[config.mk]
export PLATFORM = sky130hd
export DESIGN_NAME = l2_wb_drain
export DESIGN_NICKNAME = d
export VERILOG_FILES = /design/src/rtl/l2_wb_drain.sv
export SDC_FILE = /design/constraint.sdc
export NUM_CORES = 1
export LEC_CHECK = 0
export CAP_MARGIN = 20
export CORE_MARGIN = 1
export CORE_UTILIZATION = 41
export DETAILED_ROUTE_END_ITERATION = 6
export PLACE_DENSITY = 0.86
export SLEW_MARGIN = 20
export SYNTH_ARGS = -nofsm -noshare
export SYNTH_HDL_FRONTEND = slang
export SYNTH_SLANG_ARGS = --single-unit
export TNS_END_PERCENT = 30
[constraint.sdc]
create_clock -name clk_l2 -period 2.8 [get_ports clk_l2]
set_input_delay 0.56 -clock clk_l2 [delete_from_list [all_inputs] [get_ports clk_l2]]
set_output_delay 0.56 -clock clk_l2 [all_outputs]
set_load 0.03 [all_outputs]
[src/rtl/l2_wb_drain.sv]
// Drains the L2 write buffer onto the memory write bus one word at a time.
// Defers to refill reads unless a dirty-line hazard or a flush forces a full drain.
module l2_wb_drain #(
  parameter int DATA_LENGTH = 32,
  parameter int TAG_LENGTH  = 30,
  parameter int ACK_TIMEOUT = 255
) (
  input  logic                    clk_l2,
  input  logic                    rst,
  input  logic                    wb_empty,
  input  logic [DATA_LENGTH-1:0]  wb_data_in,
  input  logic [TAG_LENGTH-1:0]   wb_tag_in,
  input  logic                    wb_read_tag_hit,
  output logic                    wb_load,
  input  logic                    l2_miss_req,
  input  logic                    mem_rd_busy,
  input  logic                    flush_req,
  output logic                    miss_hold,
  output logic                    flush_done,
  output logic                    mem_wr_req,
  output logic [TAG_LENGTH+1:0]   mem_wr_addr,
  output logic [DATA_LENGTH-1:0]  mem_wr_data,
  input  logic                    mem_wr_ack,
  output logic                    drain_busy,
  output logic                    err_timeout
);

  localparam int CNT_W = $clog2(ACK_TIMEOUT + 1);
  localparam logic [CNT_W-1:0] CNT_LAST = CNT_W'(ACK_TIMEOUT - 1);

  typedef enum logic [1:0] {
    ST_IDLE  = 2'd0,
    ST_POP   = 2'd1,
    ST_LATCH = 2'd2,
    ST_WRITE = 2'd3
  } state_t;

  state_t                   state_r;
  state_t                   state_next_s;
  logic                     go_s;
  logic                     force_set_s;
  logic                     force_clr_s;
  logic                     force_r;
  logic                     flush_pend_r;
  logic                     flush_done_r;
  logic                     wb_load_r;
  logic                     mem_wr_req_r;
  logic                     drain_busy_r;
  logic                     err_r;
  logic                     err_next_s;
  logic [CNT_W-1:0]         cnt_r;
  logic [CNT_W-1:0]         cnt_next_s;
  logic [TAG_LENGTH+1:0]    addr_r;
  logic [DATA_LENGTH-1:0]   data_r;

  // Drain enable, force episode control and next-state selection.
  always_comb begin
    go_s         = !wb_empty && (force_r || !mem_rd_busy);
    force_set_s  = flush_req || (l2_miss_req && wb_read_tag_hit);
    force_clr_s  = (state_r == ST_IDLE) && wb_empty;
    state_next_s = state_r;
    case (state_r)
      ST_IDLE: begin
        if (go_s) begin
          state_next_s = ST_POP;
        end else begin
          state_next_s = ST_IDLE;
        end
      end
      ST_POP:   state_next_s = ST_LATCH;
      ST_LATCH: state_next_s = ST_WRITE;
      ST_WRITE: begin
        if (!mem_wr_ack) begin
          state_next_s = ST_WRITE;
        end else if (go_s) begin
          state_next_s = ST_POP;
        end else begin
          state_next_s = ST_IDLE;
        end
      end
      default: state_next_s = ST_IDLE;
    endcase
  end

  // Ack watchdog: after ACK_TIMEOUT unacked WRITE cycles, flag and keep retrying.
  always_comb begin
    cnt_next_s = '0;
    err_next_s = 1'b0;
    if ((state_r == ST_WRITE) && !mem_wr_ack) begin
      if (cnt_r == CNT_LAST) begin
        cnt_next_s = '0;
        err_next_s = 1'b1;
      end else begin
        cnt_next_s = cnt_r + CNT_W'(1);
      end
    end else begin
      cnt_next_s = '0;
    end
  end

  // State, registered outputs and the captured write beat.
  always_ff @(posedge clk_l2 or posedge rst) begin
    if (rst) begin
      state_r      <= ST_IDLE;
      wb_load_r    <= 1'b0;
      mem_wr_req_r <= 1'b0;
      drain_busy_r <= 1'b0;
      addr_r       <= '0;
      data_r       <= '0;
      cnt_r        <= '0;
      err_r        <= 1'b0;
      force_r      <= 1'b0;
      flush_pend_r <= 1'b0;
      flush_done_r <= 1'b0;
    end else begin
      state_r      <= state_next_s;
      wb_load_r    <= (state_next_s == ST_POP);
      mem_wr_req_r <= (state_next_s == ST_WRITE);
      drain_busy_r <= (state_next_s != ST_IDLE);
      cnt_r        <= cnt_next_s;
      err_r        <= err_next_s;
      // Buffer read data becomes valid on the edge that leaves POP.
      if (state_r == ST_LATCH) begin
        addr_r <= {wb_tag_in, 2'b00};
        data_r <= wb_data_in;
      end
      if (force_set_s) begin
        force_r <= 1'b1;
      end else if (force_clr_s) begin
        force_r <= 1'b0;
      end
      if (flush_req) begin
        flush_pend_r <= 1'b1;
      end else if (force_clr_s && !force_set_s) begin
        flush_pend_r <= 1'b0;
      end
      flush_done_r <= force_r && flush_pend_r && force_clr_s && !force_set_s;
    end
  end

  assign wb_load     = wb_load_r;
  assign mem_wr_req  = mem_wr_req_r;
  assign mem_wr_addr = addr_r;
  assign mem_wr_data = data_r;
  assign drain_busy  = drain_busy_r;
  assign err_timeout = err_r;
  assign miss_hold   = force_r;
  assign flush_done  = flush_done_r;

endmodule
# --- Word level (Yosys, flattened, before mapping) ---
# Cells that the tools add are included.
word_totals:
  register_bits: 79
  input_bits: 70
  output_inout_bits: 70
  elab_cells: 47
op_classes:
  addsub: 1
  n_eq_ne: 6
  mux: 11
  n_reduce_logical: 18
op_table:
  columns: ["op", "count"]
  rows:
  - ["2-to-1 mux 8 bit", 2]
  - ["adder 8 x 1 -> 8 bit, second input constant", 1]
  - ["== test 8 bit, second input constant", 1]
  - ["logical AND 1 bit", 8]
  - ["case mux 2 bit (4 select lines)", 1]
  - ["2-to-1 mux 1 bit", 7]
  - ["== test 2 bit, second input constant", 3]
  - ["nonzero test 2 bit", 3]
  - ["== test 2 x 1 -> 1 bit, second input constant", 2]
  - ["logical NOT 1 bit", 4]
  - ["logical NOT 2 bit", 1]
  - ["logical OR 1 bit", 2]
  - ["2-to-1 mux 2 bit", 1]

# --- Depth between registers and ports, before layout ---
# Gate-level depths: netlist (run 1).
depth:
  depth_word: 7
  mapped_depth: 5
  mapped_depth_nobuf: 5

# --- Worst setup path after synthesis (run 1) ---
# Ideal clock, no wire load.
synth_path:
  path_type: "register -> register"
  start: "register cnt_r[0]"
  end: "register cnt_r[2]"
  setup_time_ps: 81
  arrival_time_ps: 1206
  required_time_ps: 2719
  slack_ps: 1513
  stages_incl_launch_ff: 6
  n_path_buf: 0
  period_less_slack_ps: 1287
  path_cell_list: "dfrtp_1 > inv_1 > ha_1 > and3_4 > or3_1 > a21oi_1"
synth_via:
  elab_chain_cells: 3
  elab_cells_between_ends: 4
  cone_classes: "add/sub: 1; eq/ne: 1; mux: 2"
synth_rtl:
  columns: ["element", "line_no", "text"]
  rows:
  - ["from (decl)", "51", "logic [CNT_W-1:0] cnt_r;"]
  - ["from (signal assigned)", "120", "cnt_r <= cnt_next_s;"]
  - ["adder 8 x 1 -> 8 bit or == test 8 bit (tied branches)", "94, 90", null]
  - ["2-to-1 mux 8 bit (*)", "90", "if (cnt_r == CNT_LAST) begin"]
  - ["2-to-1 mux 8 bit (*)", "89", "if ((state_r == ST_WRITE) && !mem_wr_ack) begin"]
  - ["named net cnt_next_s[2]", "52", "logic [CNT_W-1:0] cnt_next_s;"]
# Mark *: on every way through the listed nets, which the timed path passes. The rest lies on a longest branch.
# A chain may end at the register's enable or synchronous reset.

# --- Worst setup path after layout (run 1) ---
layout_path:
  start: "register force_r (netlist: miss_hold)"
  end: "output port miss_hold"
layout_rtl:
  columns: ["element", "line_no", "text"]
  rows:
  - ["from (decl)", "43", "logic force_r;"]
  - ["from (signal assigned)", "112", "force_r <= 1'b0;"]
  - ["from (signal assigned)", "128", "force_r <= 1'b1;"]
  - ["from (signal assigned)", "130", "force_r <= 1'b0;"]
  - ["to (decl)", "18", "output logic miss_hold,"]
# No word-level cell between the ends.

==> key figures, run 1 <==
STA
  – Fin. Hold Viols: 0
  – RSZ-0062 raised after global routing: no
  – Final slew viol count: 0
  – F_max: about 0.5 GHz
  – Final setup fails: 0
  – Setup TNS: 0 ps
  – Tmin final: 1960 ps
  – Worst Skew: 6.44 ps
  – Period Utilization, post-route: 70.0%

Clocking
  – CTS tree: done
  – Hold Buf Count CTS: 0
  – CTS Root Buffer Type: clkbuf_8
  – CTS buffer count: 9
  – H-tree lvl count: 3
  – CTS sink count: 79
  – Bufs on Longest Clock Path: 2
  – Clock transition at the registers of the reported paths: 70 ps
  – Setup Buffers After CTS: 0
  – Post_cts resized: 0
  – Worst-Skew Late Latency: 340 ps

Drt
  – Mean number of vias per cell: 4.87
  – M1 wire length: about 2700 um
  – Drt total wl: 6940 um
  – WL met3: roughly 540 um
  – Top sig layer: met4
  – Initial drt markers: 42
  – DR pass1 iterations: 4
  – Routed Antenna Nets: 0
  – Vias: 2221
  – Met2 Wirelength: 3680 um
  – Drt wl/cell: 15.2 um
  – DRC violations left: 0

Die
  – I/O pins: 140
  – Core Box Area: a little over 7000 um^2
  – Die Wd: 88.6 um
  – Die ar.: 7850 um^2
  – Row cnt: 31
  – Initial core utilization: 42.4%
  – Die height: 88.6 um

Synth
  – Post-synth top area share: between 60% and 70%
  – Number of distinct library cells after synthesis: 28
  – Post-synth EDFFs: 0
  – Avg Inst Size Synth: ~15 um^2
  – Ys flop type: dfrtp_1
  – Most common cell in the netlist: dfrtp_1
  – Cells after synthesis: 209
  – Area leader, netlist: dfrtp_1
  – Async SR Flop Fraction: 100%
  – Register area share after synthesis: 64.3%
  – Synth Warn #: 0
  – Top cells by count, synth: dfrtp_1 (79), mux2_2 (62), a21oi_1 (9)
  – Synth Cell Area: 3080 um^2
  – #FFs+latches synth: 79
  – Top cells by area, synth: dfrtp_1 (64%), mux2_2 (23%), buf_4 (2.0%)

Run
  – Max Cap Viol: 0

GRT
  – Number of global-route vias before repair: approximately 2200
  – First-pass GRT wire length: between 10000 and 15000 um
  – Antenna violations before repair: 0
  – GRT Total Usage: approximately 18%
  – GRT overflow: 0
  – Largest net degree at the start of global routing: 80

Worst setup path
  – CP startpoint kind: register
  – Slowest CP cell: clkdlybuf4s50_1
  – CP peak stage delay: just under 700 ps
  – Internal reg-to-reg setup slack: about 1300 ps
  – Endpoint type of the worst setup path: output port
  – Reg-to-reg endpoint: cnt_r[6]
  – Buf/Inv on CP: 1
  – Worst r2r src: cnt_r[0]
  – Crit-path cells: clkdlybuf4s50_1
  – Delay-heaviest family, CP: buffers and inverters
  – Max FO, Critical Path: 3
  – Critical Path Stages: 1
  – Crit path kind: register to output port
  – Reg2reg path depth: 4
  – Worst path arrival time: around 1400 ps
  – CP required: about 2200 ps

Worst hold path
  – Worst hold endpoint: mem_wr_data[13]
  – Hold path startpoint: mem_wr_data[13]
  – Worst hold path type: register to register
  – Worst Hold Depth: 1

Placement
  – DP HPWL: 5080 um
  – RePlAce Congestion: approximately 0.81
  – Placed Area: 4560 um^2
  – Port bufs: between 100 and 150

Outcome
  – Status: finished clean

Finish
  – Layout cell share with drive strength beyond 1: 24.6%
  – Register area: 1980 um^2
  – N_diodes: 0
  – Final net count: 424
  – Final instance area: 4780 um^2
  – Area delta synth->final: 55.5%
  – Fillers: 550
  – Area of the multi-input gates: 1020 um^2

Power
  – Peak supply drop: 627 uV
  – Pwr per Cell Area: ~1200 nW/um^2
  – P_leak: about 2 nW
==> per-layer routing <==
layer | vias to the layer above | GRT usage [%]
li1 | 1023 | -
met1 | 1095 | 20.0
met2 | 93 | 31.7
met3 | 10 | 6.16
met4 | 0 | 5.72
met5 | - | 0
==> stage by stage <==
step | std cells | utilization [%] | total power, W | hold slack, ps | worst slack (ps)
final | 456 | 66.0 | 0.00591 | 504 | 840
after detailed placement | 440 | 62.9 | 0.00505 | 492 | 1070
after CTS | 456 | 66.0 | 0.00599 | 510 | 814
after global routing | 456 | 66.0 | 0.00621 | 517 | 784
after floorplan | 210 | - | 0.00378 | 451 | 217
after global placement | 440 | 62.9 | 0.00495 | 466 | 1100
==> worst reg2reg max path, stage by stage (launching register included) <==
cell and delay (ps):
dfrtp_1 470, ha_1 280, nand4_1 160, or3_1 330, a31oi_1 190
==> cells by family (layout without fill, tap and decap cells) <==
logic type | count (synthesis) | after routing | synth area share [%]
DFF | 79 | 79 | 64.3
muxes | 62 | 62 | 22.7
and+or+nand+nor | 31 | 31 | 5.53
AOI/OAI and AO/OA | 20 | 20 | 3.86
buffers and inverters | 14 | 161 | 2.72
adders and majority gates | 2 | 2 | 0.813
other | 1 | 2 | 0.122
==> report_power, final <==
part / leakage [nW] / switching [W] / total (W) / internal [W]
Clock: 0.110 / 0.000393 / 0.000920 / 0.000527
Sequential: 0.936 / 0.000262 / 0.00191 / 0.00165
Combinational: 0.922 / 0.00159 / 0.00308 / 0.00149
Total: 1.97 / 0.00224 / 0.00591 / 0.00367
==> worst max path at each step <==
| stage | from | endpoint | slack (ps) |
|---|---|---|---|
| floorplan | rst | cnt_r[0] | 220 |
| global placement | mem_wr_ack | cnt_r[1] | 1100 |
| detailed placement | mem_wr_ack | cnt_r[1] | 1070 |
| CTS | miss_hold | miss_hold | 810 |
| global route | mem_wr_data[7] | mem_wr_data[7] | 780 |
| finish | miss_hold | miss_hold | 840 |
==> placed cells by master (no fill, tap or decap), types with 4 or more instances in the layout <==
master and n:
clkdlybuf4s50_1 137, nand2_1 6, mux2_2 62, nor2_1 4, a21oi_1 9, dfrtp_1 79
clkbuf_8 10, nand3_1 6
==> registers in the layout, summed over array words and instances (netlist names), 2 cells and up <==
name	flops
cnt_r	8
state_r	2
mem_wr_addr	30
mem_wr_data	32
==> area by class of cell <==
class | instances | share of cell area (%)
timing repair buffer | 140 | 29.7
clock buffer | 11 | 2.96
sequential | 79 | 41.3
clock inverter | 5 | 1.70
inverter | 5 | 0.418
tap | 99 | 2.59
multi-input combinational | 117 | 21.4
No activity file was read; power rests on OpenSTA's default activity.
==> run 2, diff against run 1 <==
--- a/config.mk
+++ b/config.mk
@@ -7,9 +7,9 @@
 export LEC_CHECK = 0
 export CAP_MARGIN = 20
 export CORE_MARGIN = 1
-export CORE_UTILIZATION = 41
+export CORE_UTILIZATION = 37
 export DETAILED_ROUTE_END_ITERATION = 6
-export PLACE_DENSITY = 0.86
+export PLACE_DENSITY = 0.83
 export SLEW_MARGIN = 20
 export SYNTH_ARGS = -nofsm -noshare
 export SYNTH_HDL_FRONTEND = slang
==> constraint.sdc (replaced) <==
create_clock -name clk_l2 -period 1.75 [get_ports clk_l2]
set_input_delay 0.35 -clock clk_l2 [delete_from_list [all_inputs] [get_ports clk_l2]]
set_output_delay 0.35 -clock clk_l2 [all_outputs]
set_load 0.03 [all_outputs]
==> run 2 against run 1 <==
Compared with the run above:
- setup slack got worse by 800 ps
- combinational power grew 56%
- first-iteration DRC count is 9.5% lower
- non-clock buffer count rose by 1
- core utilization is 3.2 points lower
- routed wire length grew 3.5%
- clock skew rose by 3.5 ps
- critical path type unchanged
- highest routed layer unchanged
==> key figures, run 2 (same netlist as run 1, synthesis figures left out) <==
Drt
  – Vias: 2218
  – Drt total wl: 7180 um
  – Mean number of vias per cell: 4.82
  – DRC violations left: 0
  – Routed Antenna Nets: 0
  – Initial drt markers: 38
  – DR pass1 iterations: 4
  – Drt wl/cell: 15.6 um

Finish
  – Final instance area: 4950 um^2
  – Post-layout util: roughly 63%
  – Max reg flops: 32
  – Area delta synth->final: 60.8%
  – Area of the multi-input gates: ~1000 um^2
  – N_diodes: 0
  – Register area: 1980 um^2
  – Commonest non-fill, non-tap cells in the layout: clkdlybuf4s50_1 (87), dfrtp_1 (79), mux2_2 (62)
  – Fillers: 611
  – Final cell count without fillers: 460
  – Layout cell share with drive strength beyond 1: 24.9%
  – Final net count: about 430
  – Commonest non-fill, non-tap cell in the layout: clkdlybuf4s50_1

Die
  – Die Wd: 93.2 um
  – Core Box Area: between 7000 and 8000 um^2
  – Row cnt: 32
  – I/O pins: 140
  – Initial core utilization: 39.0%
  – Die ar.: between 8000 and 9000 um^2
  – Die height: slightly above 90 um

Placement
  – Port bufs: between 100 and 150
  – DP HPWL: 5270 um
  – Placed Area: around 4600 um^2
  – Dpl cells: about 440
  – RePlAce Congestion: 0.868

GRT
  – GRT overflow: 0
  – First-pass GRT wire length: 11200 um
  – Largest net degree at the start of global routing: 38
  – Number of global-route vias before repair: between 2000 and 2500
  – GRT Total Usage: 16.8%
  – Antenna violations before repair: 0

Power
  – Peak supply drop: 1050 uV
  – Power Total: 0.00958 W
  – P_leak: 2.39 nW
  – Pwr per Cell Area: 1940 nW/um^2

Worst setup path
  – Worst path arrival time: about 1400 ps
  – Delay-heaviest family, CP: buffers and inverters
  – Buf/Inv on CP: 1
  – Slowest CP cell: clkdlybuf4s50_1
  – Internal reg-to-reg setup slack: ~300 ps
  – Max FO, Critical Path: 2
  – Endpoint type of the worst setup path: output port
  – CP peak stage delay: 680 ps
  – CP required: between 1000 and 1500 ps
  – CP startpoint kind: register
  – Crit path kind: register to output port
  – Crit-path cells: clkdlybuf4s50_1

Clocking
  – H-tree lvl count: 3
  – CTS Root Buffer Type: clkbuf_8
  – CTS tree: done
  – Hold Buf Count CTS: 0
  – Bufs on Longest Clock Path: 2
  – CTS buffer count: 9
  – Clock transition at the registers of the reported paths: 80 ps
  – CTS sink count: 79
  – Worst-Skew Late Latency: 340 ps

STA
  – Period Utilization, post-route: 97.9%
  – Final slew viol count: 0
  – F_max: approximately 0.6 GHz
  – Final setup fails: 0
  – Fin. Hold Viols: 0
  – Setup TNS: 0 ps
  – Tmin final: 1710 ps
  – Worst Skew: roughly 9.9 ps

Outcome
  – Status: finished clean

Worst hold path
  – Worst hold path type: input pin to async pin

Run
  – Max Cap Viol: 0
-- run 2: report_power, final --
group / total (W) / leakage [nW] / internal [W] / switching, W
clock network: 0.00173 / 0.126 / 0.00109 / 0.000641
logic: 0.00482 / 1.33 / 0.00225 / 0.00257
registers: 0.00303 / 0.936 / 0.00264 / 0.000387
-- run 2: layout make-up --
| cell class | count | area share (%) |
|---|---|---|
| sequential | 79 | 40.0 |
| inverter | 5 | 0.455 |
| clock inverter | 6 | 2.68 |
| tap | 102 | 2.58 |
| multi-input combinational | 117 | 20.7 |
| timing repair buffer | 141 | 31.1 |
| clock buffer | 10 | 2.58 |
-- run 2: final timing paths --
path	startpoint	to	depth (start not counted)
setup reg to reg	cnt_r[3]	cnt_r[2]	4
setup / recovery	mem_wr_addr[13]	mem_wr_addr[13]	1
hold / removal	rst	flush_done	2
hold reg to reg	flush_pend_r	flush_pend_r	1
min in group clk_l2	flush_pend_r	flush_pend_r	1
max in group asynchronous	rst	mem_wr_addr[9]	3
-- run 2: layer usage --
layer,global-route usage (%),vias up,wire length [um]
met5,0,-,0
met1,18.4,1089,2740
li1,-,1024,-
met3,4.96,8,523
met2,30.8,97,3840
met4,5.64,0,80
-- run 2: through the flow --
| step | setup WS [ps] | hold WS [ps] |
|---|---|---|
| after floorplan | 463 | 451 |
| after global placement | 274 | 472 |
| after detailed placement | 207 | 476 |
| after CTS | 0.251 | 361 |
| after global routing | -4.05 | 382 |
| final | 36.9 | 368 |
-- run 2: timing repair --
action | CTS | global route
gates resized for setup | 7 | 43
setup endpoints to repair | 7 | 43
buffers inserted | 0 | 0
==> run 3, diff against run 2 <==
--- a/config.mk
+++ b/config.mk
@@ -6,10 +6,11 @@
 export NUM_CORES = 1
 export LEC_CHECK = 0
 export CAP_MARGIN = 20
-export CORE_MARGIN = 1
-export CORE_UTILIZATION = 37
+export CORE_UTILIZATION = 56
+export CTS_CLUSTER_DIAMETER = 150
 export DETAILED_ROUTE_END_ITERATION = 6
-export PLACE_DENSITY = 0.83
+export DONT_BUFFER_PORTS = 1
+export PLACE_DENSITY = 0.81
 export SLEW_MARGIN = 20
 export SYNTH_ARGS = -nofsm -noshare
 export SYNTH_HDL_FRONTEND = slang
==> run 3 against run 2 <==
Compared with the run above:
- count of clock-buffer cells in the layout increased by 1
- first-iteration DRC count decreased by 18%
- via count decreased by 24%
- clock power decreased by 24%
- sequential cell count unchanged
- core utilization increased by 2.4 points
- routed wire length decreased by 25%
- hold slack got worse by 360 ps
- critical endpoint is now mem_wr_addr[2]
==> key figures, run 3 (same netlist as run 1, synthesis figures left out) <==
Outcome
  – Status: finished clean

Drt
  – Routed Antenna Nets: 0
  – DR pass1 iterations: 4
  – DRC violations left: 0
  – Vias: 1693
  – Mean number of vias per cell: 5.78
  – Drt total wl: 5380 um
  – Initial drt markers: 31
  – Drt wl/cell: 18.4 um

GRT
  – GRT overflow: 0
  – Number of global-route vias before repair: 1816
  – Antenna violations before repair: 0
  – First-pass GRT wire length: around 8900 um
  – Largest net degree at the start of global routing: 45
  – GRT Total Usage: 20.1%

STA
  – Period Utilization, post-route: 84.6%
  – Tmin final: around 1500 ps
  – Fin. Hold Viols: 0
  – Final setup fails: 0
  – Slew margin rel.: 64.2%
  – Final slew viol count: 0
  – Worst-Margin Slew: 537 ps
  – F_max: 0.675 GHz
  – RSZ-0062 raised after global routing: no
  – Worst Skew: 5.71 ps
  – Setup TNS: 0 ps

Placement
  – DP HPWL: 3990 um
  – Dpl cells: 277
  – Port bufs: 0
  – RePlAce Congestion: 0.814

Clocking
  – Worst-Skew Late Latency: 330 ps
  – CTS Root Buffer Type: clkbuf_8
  – Hold Buf Count CTS: 0
  – Bufs on Longest Clock Path: 2
  – CTS tree: done
  – CTS sink count: 79
  – CTS buffer count: 9
  – Clock transition at the registers of the reported paths: 80 ps
  – H-tree lvl count: 3
  – Setup Buffers After CTS: 0
  – Post_cts resized: 0

Worst setup path
  – CP startpoint kind: register
  – Worst path arrival time: approximately 1700 ps
  – Delay-heaviest family, CP: flip-flops
  – CP required: approximately 2000 ps
  – Crit-path cells: nand2b_2 > buf_12 > mux2_2
  – CP peak stage delay: 410 ps
  – Endpoint type of the worst setup path: register
  – Critical Path Stages: 3
  – Reg2reg path depth: 3
  – Slowest CP cell: dfrtp_1
  – Max FO, Critical Path: 20
  – Crit path kind: register to register
  – Buf/Inv on CP: 1

Finish
  – Register area: 1980 um^2
  – Commonest non-fill, non-tap cell in the layout: dfrtp_1
  – Layout cell share with drive strength beyond 1: 40.8%
  – Fillers: approximately 370
  – Final net count: 290
  – Max reg flops: 32
  – Area delta synth->final: 10.2%
  – Final cell count without fillers: around 300
  – Area of the multi-input gates: 1020 um^2
  – Commonest non-fill, non-tap cells in the layout: dfrtp_1 (79), mux2_2 (62), clkbuf_8 (10)
  – N_diodes: 0

Die
  – I/O pins: 140
  – Row cnt: 26
  – Initial core utilization: 59.1%
  – Core Box Area: 5200 um^2
  – Die height: 76.1 um
  – Die Wd: 76.1 um
  – Die ar.: 5790 um^2

Run
  – Max Cap Viol: 0

Worst hold path
  – Worst hold path type: input pin to async pin

Power
  – Pwr per Cell Area: 2290 nW/um^2
  – Peak supply drop: 1280 uV
  – P_leak: 1.43 nW
  – Power Total: 0.00776 W
run 3: changes by cell type in the layout (fill, tap and decap cells not counted):
cell / before / now
dlygate4sd2_1: 7 / 0
clkbuf_8: 9 / 10
dlymetal6s2s_1: 43 / 0
buf_4: 1 / 3
clkdlybuf4s50_1: 87 / 0
bufinv_16: 4 / 1
clkinvlp_4: 2 / 4
run 3: cell type report:
cell class | count | share of cell area [%]
inverter | 5 | 0.664
sequential | 79 | 58.3
timing repair buffer | 6 | 2.44
clock inverter | 5 | 1.70
multi-input combinational | 117 | 30.1
tap | 70 | 2.58
clock buffer | 11 | 4.17
run 3: worst paths after layout:
path	from	to	slack [ps]
hold / removal	rst	mem_wr_data[3]	10
max in group asynchronous	rst	cnt_r[1]	1320
setup / recovery	state_r[0]	mem_wr_addr[2]	270
setup reg to reg	state_r[0]	mem_wr_addr[2]	270
min in group clk_l2	mem_wr_ack	mem_wr_req	130
hold reg to reg	flush_pend_r	flush_pend_r	490
run 3: per-layer routing:
layer	track usage, %	share of wire (%)
met1	24.6	41
met2	31.4	48
met3	8.26	9.6
met4	9.23	1.7
met5	0	0
run 3: through the flow:
step | worst slack [ps] | hold slack [ps] | utilization, % | cell area, um^2
global placement | 329 | 371 | 61.3 | 3190
global route | 205 | 35.3 | 65.1 | 3390
detailed placement | 270 | 378 | 61.3 | 3190
floorplan | 463 | 451 | - | 3080
CTS | 265 | 8.57 | 65.1 | 3390
finish | 269 | 10.3 | 65.1 | 3390
run 3: worst register-to-register path: cells and delay by family, from the launching register on:
kind,cells,cell delay (ps)
flip-flops,1,410
AND/OR/NAND/NOR,1,370
multiplexers,1,370
buffers and inverters,1,220
run 3: where the power goes:
| group | leakage, nW | switching [W] | internal, W |
|---|---|---|---|
| Clock | 0.0916 | 0.000616 | 0.000696 |
| Sequential | 0.936 | 0.00212 | 0.00262 |
| Combinational | 0.403 | 0.000640 | 0.00106 |
